### config.mk
export PLATFORM = sky130hd
export DESIGN_NAME = spi_byte_master
export DESIGN_NICKNAME = d
export VERILOG_FILES = /design/src/rtl/spi_pkg.sv /design/src/rtl/spi_edge_timer.sv /design/src/rtl/spi_byte_master.sv
export SDC_FILE = /design/constraint.sdc
export NUM_CORES = 1
export LEC_CHECK = 0
export ABC_CLOCK_PERIOD_IN_PS = 2400
export BUFFER_PORTS_ARGS = -buffer_cell sky130_fd_sc_hd__buf_2
export CAP_MARGIN = 30
export CORE_ASPECT_RATIO = 1.1
export CORE_MARGIN = 1
export CORE_UTILIZATION = 45
export DETAILED_ROUTE_END_ITERATION = 10
export GPL_TIMING_DRIVEN = 0
export PLACE_DENSITY = 0.67
export SYNTH_ARGS = -nofsm -noshare
export SYNTH_HDL_FRONTEND = slang
export SYNTH_SLANG_ARGS = --single-unit
export TNS_END_PERCENT = 1
### constraint.sdc
create_clock -name clk -period 2.4 [get_ports clk]
set_input_delay 0.24 -clock clk [delete_from_list [all_inputs] [get_ports clk]]
set_output_delay 0.24 -clock clk [all_outputs]
set_load 0.01 [all_outputs]
### src/rtl/spi_pkg.sv
// rtl/spi_pkg.sv - shared state type, byte constants and SPI mode decode
package spi_pkg;

   typedef enum logic [1:0] {
      IDLE  = 2'd0,
      SHIFT = 2'd1,
      DONE  = 2'd2
   } spi_state_e;

   // Eight bits, two SCLK edges per bit.
   localparam int EDGES_PER_BYTE = 16;
   localparam int EDGE_CNT_W     = 5;
   localparam logic [EDGE_CNT_W-1:0] LAST_EDGE = EDGE_CNT_W'(EDGES_PER_BYTE - 1);

   // Clock polarity: idle level of SCLK.
   function automatic logic spi_cpol(input int spi_mode);
      return spi_mode[1];
   endfunction

   // Clock phase: 0 samples on the leading edge, 1 samples on the trailing edge.
   function automatic logic spi_cpha(input int spi_mode);
      return spi_mode[0];
   endfunction

endpackage

### src/rtl/spi_edge_timer.sv
// rtl/spi_edge_timer.sv - half-bit timer and SCLK edge counter for the SPI byte master
module spi_edge_timer
   import spi_pkg::*;
#(
   parameter int CLKS_PER_HALF_BIT = 4
)
(
   input  logic clk,
   input  logic rst,
   input  logic start,
   input  logic run,
   output logic edge_stb,
   output logic leading,
   output logic last_edge
);

   localparam logic [7:0] HALF_TC = 8'(CLKS_PER_HALF_BIT - 1);

   logic [7:0]            half_q, half_d;
   logic [EDGE_CNT_W-1:0] edge_q, edge_d;

   // edge_q counts edges already produced, so the upcoming edge is odd (leading) when it is even
   assign edge_stb  = run && (half_q == HALF_TC);
   assign leading   = ~edge_q[0];
   assign last_edge = (edge_q == LAST_EDGE);

   // next-state: restart on a new byte, otherwise advance while a byte is shifting
   always_comb begin
      half_d = half_q;
      edge_d = edge_q;
      if (start) begin
         half_d = '0;
         edge_d = '0;
      end else if (run) begin
         if (edge_stb) begin
            half_d = '0;
            edge_d = edge_q + 5'd1;
         end else begin
            half_d = half_q + 8'd1;
         end
      end
   end

   // timer and edge counter registers
   always_ff @(posedge clk) begin
      if (rst) begin
         half_q <= '0;
         edge_q <= '0;
      end else begin
         half_q <= half_d;
         edge_q <= edge_d;
      end
   end

endmodule

### src/rtl/spi_byte_master.sv
// rtl/spi_byte_master.sv - byte-level SPI initiator between the command processor and the SPI pins
// Build option: SPI_LOOPBACK_EN samples the block's own MOSI instead of the selected MISO line.
module spi_byte_master
   import spi_pkg::*;
#(
   parameter int CLKS_PER_HALF_BIT = 4,
   parameter int SPI_MODE          = 0
)
(
   input  logic       clk,
   input  logic       rst,
   input  logic [7:0] spitx,
   input  logic       spitxdv,
   output logic       spitxready,
   output logic [7:0] spirx,
   output logic       spirxdv,
   input  logic [2:0] spimisossel,
   input  logic [7:0] spimiso,
   output logic       spisclk,
   output logic       spimosi
);

   localparam logic CPOL = spi_cpol(SPI_MODE);
   localparam logic CPHA = spi_cpha(SPI_MODE);

   spi_state_e state_q, state_d;
   logic [7:0] tx_q, tx_d;
   logic [7:0] rx_q, rx_d;
   logic       mosi_q, mosi_d;
   logic       sclk_q, sclk_d;
   logic [7:0] spirx_q, spirx_d;
   logic       spirxdv_q, spirxdv_d;
   logic       ready_q, ready_d;
   logic       accept;
   logic       edge_stb, leading, last_edge;
   logic       sample_now, drive_now;
   logic       sample_bit;

   spi_edge_timer #(
      .CLKS_PER_HALF_BIT(CLKS_PER_HALF_BIT)
   ) u_edge_timer (
      .clk      (clk),
      .rst      (rst),
      .start    (accept),
      .run      (state_q == SHIFT),
      .edge_stb (edge_stb),
      .leading  (leading),
      .last_edge(last_edge)
   );

   // CPHA=0 samples leading / drives trailing (bit 7 already out at acceptance);
   // CPHA=1 drives leading / samples trailing.
   assign sample_now = edge_stb && (leading ^ CPHA);
   assign drive_now  = edge_stb && (CPHA ? leading : (!leading && !last_edge));

`ifdef SPI_LOOPBACK_EN
   logic unused_miso;
   assign unused_miso = ^{spimiso, spimisossel};
   assign sample_bit  = mosi_q;
`else
   logic [2:0] misosel_q;

   // latch the MISO select at acceptance so mid-byte changes cannot redirect sampling
   always_ff @(posedge clk) begin
      if (rst) begin
         misosel_q <= '0;
      end else if (accept) begin
         misosel_q <= spimisossel;
      end
   end

   assign sample_bit = spimiso[misosel_q];
`endif

   // FSM next-state and datapath updates
   always_comb begin
      state_d   = state_q;
      tx_d      = tx_q;
      rx_d      = rx_q;
      mosi_d    = mosi_q;
      sclk_d    = sclk_q;
      spirx_d   = spirx_q;
      spirxdv_d = 1'b0;
      ready_d   = ready_q;
      accept    = 1'b0;
      case (state_q)
         IDLE: begin
            ready_d = 1'b1;
            if (spitxdv) begin
               accept  = 1'b1;
               ready_d = 1'b0;
               rx_d    = '0;
               sclk_d  = CPOL;
               if (!CPHA) begin
                  mosi_d = spitx[7];
                  tx_d   = {spitx[6:0], 1'b0};
               end else begin
                  tx_d = spitx;
               end
               state_d = SHIFT;
            end
         end
         SHIFT: begin
            if (edge_stb) begin
               sclk_d = ~sclk_q;
               if (sample_now) begin
                  rx_d = {rx_q[6:0], sample_bit};
               end
               if (drive_now) begin
                  mosi_d = tx_q[7];
                  tx_d   = {tx_q[6:0], 1'b0};
               end
               if (last_edge) begin
                  state_d = DONE;
               end
            end
         end
         DONE: begin
            spirx_d   = rx_q;
            spirxdv_d = 1'b1;
            ready_d   = 1'b1;
            state_d   = IDLE;
         end
         default: begin
            state_d = IDLE;
            ready_d = 1'b1;
         end
      endcase
   end

   // state and output registers; reset abandons any byte in flight
   always_ff @(posedge clk) begin
      if (rst) begin
         state_q   <= IDLE;
         tx_q      <= '0;
         rx_q      <= '0;
         mosi_q    <= 1'b0;
         sclk_q    <= CPOL;
         spirx_q   <= '0;
         spirxdv_q <= 1'b0;
         ready_q   <= 1'b1;
      end else begin
         state_q   <= state_d;
         tx_q      <= tx_d;
         rx_q      <= rx_d;
         mosi_q    <= mosi_d;
         sclk_q    <= sclk_d;
         spirx_q   <= spirx_d;
         spirxdv_q <= spirxdv_d;
         ready_q   <= ready_d;
      end
   end

   assign spitxready = ready_q;
   assign spirx      = spirx_q;
   assign spirxdv    = spirxdv_q;
   assign spisclk    = sclk_q;
   assign spimosi    = mosi_q;

endmodule

==> results of run 1 <==
## cells in the mapped netlist (all sizes together), types with 2 or more instances
library cell	instances
nand2	50
dfxtp	45
a21oi	32
nor2	17
nand3	14
clkbuf	10
o21ai	10
a211o	7
buf	4
inv	4
xor2	4
ha	3
nand4	3
nor2b	3
nor3	3
xnor2	3
a211oi	2
mux2i	2
nand2b	2
nand4b	2
## per-stage QoR
stage	area (um^2)	utilization, %	setup WS [ns]
after CTS	2290	56.0	0.175
after detailed placement	2200	53.8	0.172
after global routing	2300	56.3	0.101
after floorplan	1970	-	0.626
after global placement	2200	53.8	0.196
final	2300	56.3	0.266
## kinds of logic after synthesis
kind of cell    Yosys count
compound gates           57
flops                    45
xor+xnor                  7
mux                       3
simple gates            101
buf+inv                  18
fa+ha+maj                 3
## repair_timing
item,in CTS,in global routing
resized for setup,0,2
setup buffers,0,0
endpoints found under the setup margin,0,4
## layout make-up
cell class | count | area [um^2] | area share (%)
Multi-Input combinational cell | 171 | 1000 | 43.6
Sequential cell | 45 | 901 | 39.2
Timing Repair Buffer | 32 | 160 | 6.96
Clock buffer | 5 | 68.8 | 2.99
Tap cell | 52 | 65.1 | 2.83
Buffer | 14 | 63.8 | 2.77
Clock inverter | 3 | 22.5 | 0.979
Inverter | 4 | 15.0 | 0.653
## flip-flops by register name, indices dropped and copies added, names as in the netlist
name,flops
spimosi,1
spirxdv,1
tx_q,7
u_edge_timer.edge_q,5
misosel_q,3
rx_q,8
u_edge_timer.half_q,8
spirx,8
spisclk,1
spitxready,1
state_q,2
## cell usage in the layout (no fill, tap or decap), drive strengths merged, types with 2 or more instances in the layout
master	Yosys	final
nand4b	2	2
nand3	14	14
ha	3	3
nand2b	2	2
clkinvlp	0	3
inv	4	4
nor2	17	17
buf	4	36
a211o	7	7
xor2	4	4
nor3	3	3
xnor2	3	3
o21ai	10	10
nand2	50	50
clkbuf	10	15
a211oi	2	2
mux2i	2	2
a21oi	32	32
dfxtp	45	45
nor2b	3	3
nand4	3	3
## worst reg2reg max path: stages, from the launching register on
cell      delay (ns)
dfxtp_1         0.40
ha_1            0.25
nor4b_4         0.59
nand4b_4        0.30
nor4_1          0.41
a31o_1          0.14
## power by group
part / switching (W) / internal [W]
Clock: 0.000263 / 0.000204
Combinational: 0.0000735 / 0.0000491
Sequential: 0.0000117 / 0.000761
Total: 0.000348 / 0.00101
## metal layers
layer | GRT usage [%] | vias up | part of all wire [%]
met5 | 0 | - | 0
met4 | 7.97 | 0 | 1.7
met3 | 4.46 | 6 | 3.5
met2 | 32.4 | 29 | 46
met1 | 25.5 | 787 | 49
li1 | - | 883 | -
## path summary, 6_finish.rpt
| kind | slack, ns | from | endpoint | cells past startpoint |
|---|---|---|---|---|
| worst max-delay path | 0.27 | u_edge_timer.half_q[0] | rx_q[0] | 5 |
| worst min-delay path | 0.17 | spimisossel[2] | misosel_q[2] | 3 |
| worst min register to register | 0.46 | spirx[2] | spirx[2] | 2 |
| worst max register to register | 0.27 | u_edge_timer.half_q[0] | rx_q[0] | 5 |
==> reports/metrics.csv, run 1 <==
stage;metric;value;unit
sta;slew_violations;0;
placement;place_congestion;0.781;
worst_setup_path;crit_buf_inv;0;
cts;htree_levels;2;
pwr;powerDensity;592;nW/um^2
floorplanning;core_region_area;4080;um^2
sta;max_freq;469;MHz
floorplanning;die-area;4650;um^2
cells_and_area;antenna_cells;0;
cts;clock_sinks;45;
cells_and_area;finalNonFillerCells;326;
synth;syn_inst;234;
synth;synth.largest_area_cell;dfxtp_1;
synth;avgSynthCellArea;8.42;um^2
global_route;grt_pass1_wl;7160;um
synth;synth_seq_area_share;45.7;%
global_route;grt_usage;19.9;%
sta;worst_clock_skew;0.00697;ns
worst_setup_path;cp-end-kind;register;
floorplanning;rows;24;
placement;portBuffers;32;
worst_setup_path;cp_data_arrival_time;2.39;ns
placement;hpwl;2880;um
worst_setup_path;crit_slowest_cell;nor4b_4;
synth;netlist_area;1970;um^2
placement;dp_cells;318;
synth;synthMuxAreaShare;2.16;%
cells_and_area;fillerInstances;426;
worst_setup_path;worstPathRequired;2.65;ns
sta;setup_tns;0;ns
synth;ys_async_sr_fraction;0;%
sta;timing.slew.headroom;49.7;%
sta;worst_pin_slew;0.750;ns
routing;ant_nets;0;
synth;ys_types;38;
synth;synth_top_family_by_area;simple AND/OR/NAND/NOR gates;
outcome;status;finished clean;
worst_setup_path;worstPathCellList;ha_1 > nor4b_4 > nand4b_4 > nor4_1 > a31o_1;
synth;synth_area_leaders;dfxtp_1 (46%), nand2_1 (9.5%), a21oi_1 (8.1%);
cts;cts.path.max_buffers;2;
cts;path_clk_slew;0.09;ns
pwr;leakage;0.847;nW
routing;vias;1705;
routing;dr.pass1.iters;4;
sta;fin_crit;2.13;ns
cells_and_area;final_nets;298;
synth;synth-simple-area-share;25.3;%
synth;synth.net_count;259;
routing;drt-wirelength-per-cell;12.4;um
routing;drc;0;
floorplanning;initial_utilization;48.3;%
synth;synth_fa_ha_area_share;1.90;%
sta;rsz0062_at_grt;no;
routing;wl;4060;um
global_route;grt_pass1_vias;1583;
sta;finalCritPeriodShare;88.9;%
routing;viasPerCell;5.23;
global_route;antenna_found_initial;0;
cts;clk_latency;0.30;ns
synth;synth_compound_area_share;17.8;%
synth;yosys_warnings;0;
floorplanning;io-pin-count;34;
cells_and_area;area_delta_synth_final;16.7;%
synth;synth_top_flop_cell;dfxtp_1;
worst_setup_path;worstPathMaxFanout;10;
cts;numCtsBuffers;5;
synth;synth-edff-count;0;
synth;synth_xor_area_share;3.11;%
pwr;vdd_ir_drop_max;0.372;mV
floorplanning;die_y;71.4;um
cts;cts_tree;yes;
cells_and_area;layout-drive-gt1-share;19.3;%
worst_setup_path;crit_family;simple AND/OR/NAND/NOR gates;
pwr;finalPower;0.00136;W
routing;drt_iter0_drc;114;
sta;hold_ws;0.171;ns
worst_setup_path;start_kind;register;
cts;holdBufCountCts;0;
cts;cts_root_buf;clkbuf_8;
synth;yosys_register_bits;45;
run;maxCapViolCount;0;
floorplanning;die_width;65.1;um
global_route;grt_max_degree;16;
global_route;gr-total-overflow;0;
worst_setup_path;max_stage_delay;0.59;ns
worst_setup_path;path_class;register to register;
sta;setup_viol;0;
synth;synth_top_area_share;45.7;%
sta;hold_viol_final;0;
worst_hold_path;hold_path.class;primary input to register;
Note: power is estimated with default switching activity, not from simulation.
==> run 2: changes to the inputs <==
MAX_ROUTING_LAYER = met4   (was unset)
==> run 2 against run 1 <==
Against the previous run:
- power about the same
- critical path depth unchanged
- combinational power about the same
- non-clock buffer count unchanged
- sequential cell count unchanged
- worst hold slack about the same
- die area unchanged
- largest power group unchanged
- highest routed layer unchanged
==> reports/metrics.csv, run 2 (synthesis results as in run 1) <==
stage;metric;value;unit
routing;drt-wirelength-per-cell;12.4;um
worst_setup_path;r2r_slack;0.27;ns
cells_and_area;final_cell_area;2300;um^2
sta;max_freq;469;MHz
worst_setup_path;timing.rr.start;u_edge_timer.half_q[0];
sta;fin_crit;2.13;ns
worst_hold_path;hold_start;spimisossel[2];
floorplanning;core_region_area;4080;um^2
floorplanning;die-area;4650;um^2
cts;htree_levels;2;
routing;drt-met1-wl;1980;um
routing;drc;0;
placement;hpwl;2880;um
cts;cts.path.max_buffers;2;
floorplanning;initial_utilization;48.3;%
sta;worst_clock_skew;0.00697;ns
sta;rsz0062_at_grt;no;
sta;finalCritPeriodShare;88.9;%
cells_and_area;final_common_cell;nand2_1;
worst_setup_path;worstPathRequired;2.65;ns
routing;ant_nets;0;
worst_hold_path;hold_depth;3;
worst_setup_path;reg2reg_to;rx_q[0];
global_route;grt_pass1_vias;1584;
worst_setup_path;start_kind;register;
sta;slew_violations;0;
worst_setup_path;reg2reg_depth;5;
run;maxCapViolCount;0;
cells_and_area;area_delta_synth_final;16.7;%
routing;wl_met3;140;um
floorplanning;rows;24;
routing;viasPerCell;5.23;
cells_and_area;finalNonFillerCells;326;
placement;dp_cells;318;
cts;cts_root_buf;clkbuf_8;
pwr;finalPower;0.00136;W
cts;path_clk_slew;0.09;ns
cts;clk_latency;0.30;ns
worst_setup_path;worstPathMaxFanout;10;
global_route;grt_max_degree;16;
floorplanning;die_width;65.1;um
sta;setup_tns;0;ns
cts;cts_setup_buffers;0;
global_route;grt_usage;20.5;%
worst_hold_path;holdPathEnd;misosel_q[2];
routing;top_layer_used;met4;
pwr;leakage;0.847;nW
sta;worst_pin_slew;0.750;ns
cts;clock_sinks;45;
pwr;vdd_ir_drop_max;0.372;mV
cells_and_area;antenna_cells;0;
routing;met2WireLength;1870;um
global_route;gr-total-overflow;0;
sta;setup_viol;0;
pwr;powerDensity;592;nW/um^2
routing;dr.pass1.iters;4;
global_route;grt_pass1_wl;7160;um
sta;hold_viol_final;0;
sta;timing.slew.headroom;49.7;%
worst_setup_path;critPathLaunch;u_edge_timer.half_q[0];
routing;wl;4060;um
routing;vias;1705;
worst_setup_path;cp_data_arrival_time;2.39;ns
worst_setup_path;cp-end-kind;register;
routing;drt_iter0_drc;111;
cts;cts_tree;yes;
cts;numCtsBuffers;5;
cells_and_area;layout-drive-gt1-share;19.3;%
floorplanning;die_y;71.4;um
placement;portBuffers;32;
placement;place_congestion;0.791;
worst_setup_path;path_class;register to register;
floorplanning;io-pin-count;34;
worst_hold_path;hold_path.class;primary input to register;
cells_and_area;layout_common_cells;nand2_1 (50), dfxtp_1 (45), buf_2 (35);
cells_and_area;final_nets;298;
placement;postPlaceCellArea;2200;um^2
outcome;status;finished clean;
global_route;antenna_found_initial;0;
run 2: through the flow:
step                util, %  setup slack, ns  hold slack [ns]
CTS                    56.0            0.175            0.163
floorplan                 -            0.626            0.376
finish                 56.3            0.266            0.171
global route           56.3            0.101            0.173
detailed placement     53.8            0.172            0.445
global placement       53.8            0.196            0.441
run 2: routing by layer:
layer | up-vias | global-route usage, %
met2 | 29 | 32.4
met3 | 6 | 4.46
li1 | 883 | -
met5 | - | -
met1 | 787 | 25.5
met4 | 0 | 7.97
run 2: where the power goes:
group          total, W  internal, W  switching [W]
clock          0.000467     0.000204       0.000263
combinational  0.000123    0.0000491      0.0000735
sequential     0.000773     0.000761      0.0000117
run 2: timing repair:
action | in CTS | in global routing
setup endpoints to repair | 0 | 4
gates resized for setup | 0 | 2
hold buffers | 0 | 0
run 2: how the worst max path moves through the flow:
stage	cells past startpoint	endpoint	slack [ns]
2_1_floorplan	5	rx_q[0]	0.63
3_3_place_gp	5	rx_q[0]	0.20
3_5_place_dp	5	rx_q[0]	0.17
4_1_cts	5	rx_q[0]	0.17
5_1_grt	5	rx_q[0]	0.10
6_report	5	rx_q[0]	0.27
run 2: critical path: stages, from the launching register on:
cell	delay [ns]
dfxtp_1	0.40
ha_1	0.25
nor4b_4	0.59
nand4b_4	0.29
nor4_1	0.41
a31o_1	0.14
run 2: cell type report:
| class | count | area [um^2] |
|---|---|---|
| Buffer | 14 | 63.8 |
| Clock inverter | 3 | 22.5 |
| Sequential cell | 45 | 901 |
| Fill cell | 426 | 1780 |
| Inverter | 4 | 15.0 |
| Clock buffer | 5 | 68.8 |
| Tap cell | 52 | 65.1 |
| Multi-Input combinational cell | 171 | 1000 |
| Timing Repair Buffer | 32 | 160 |
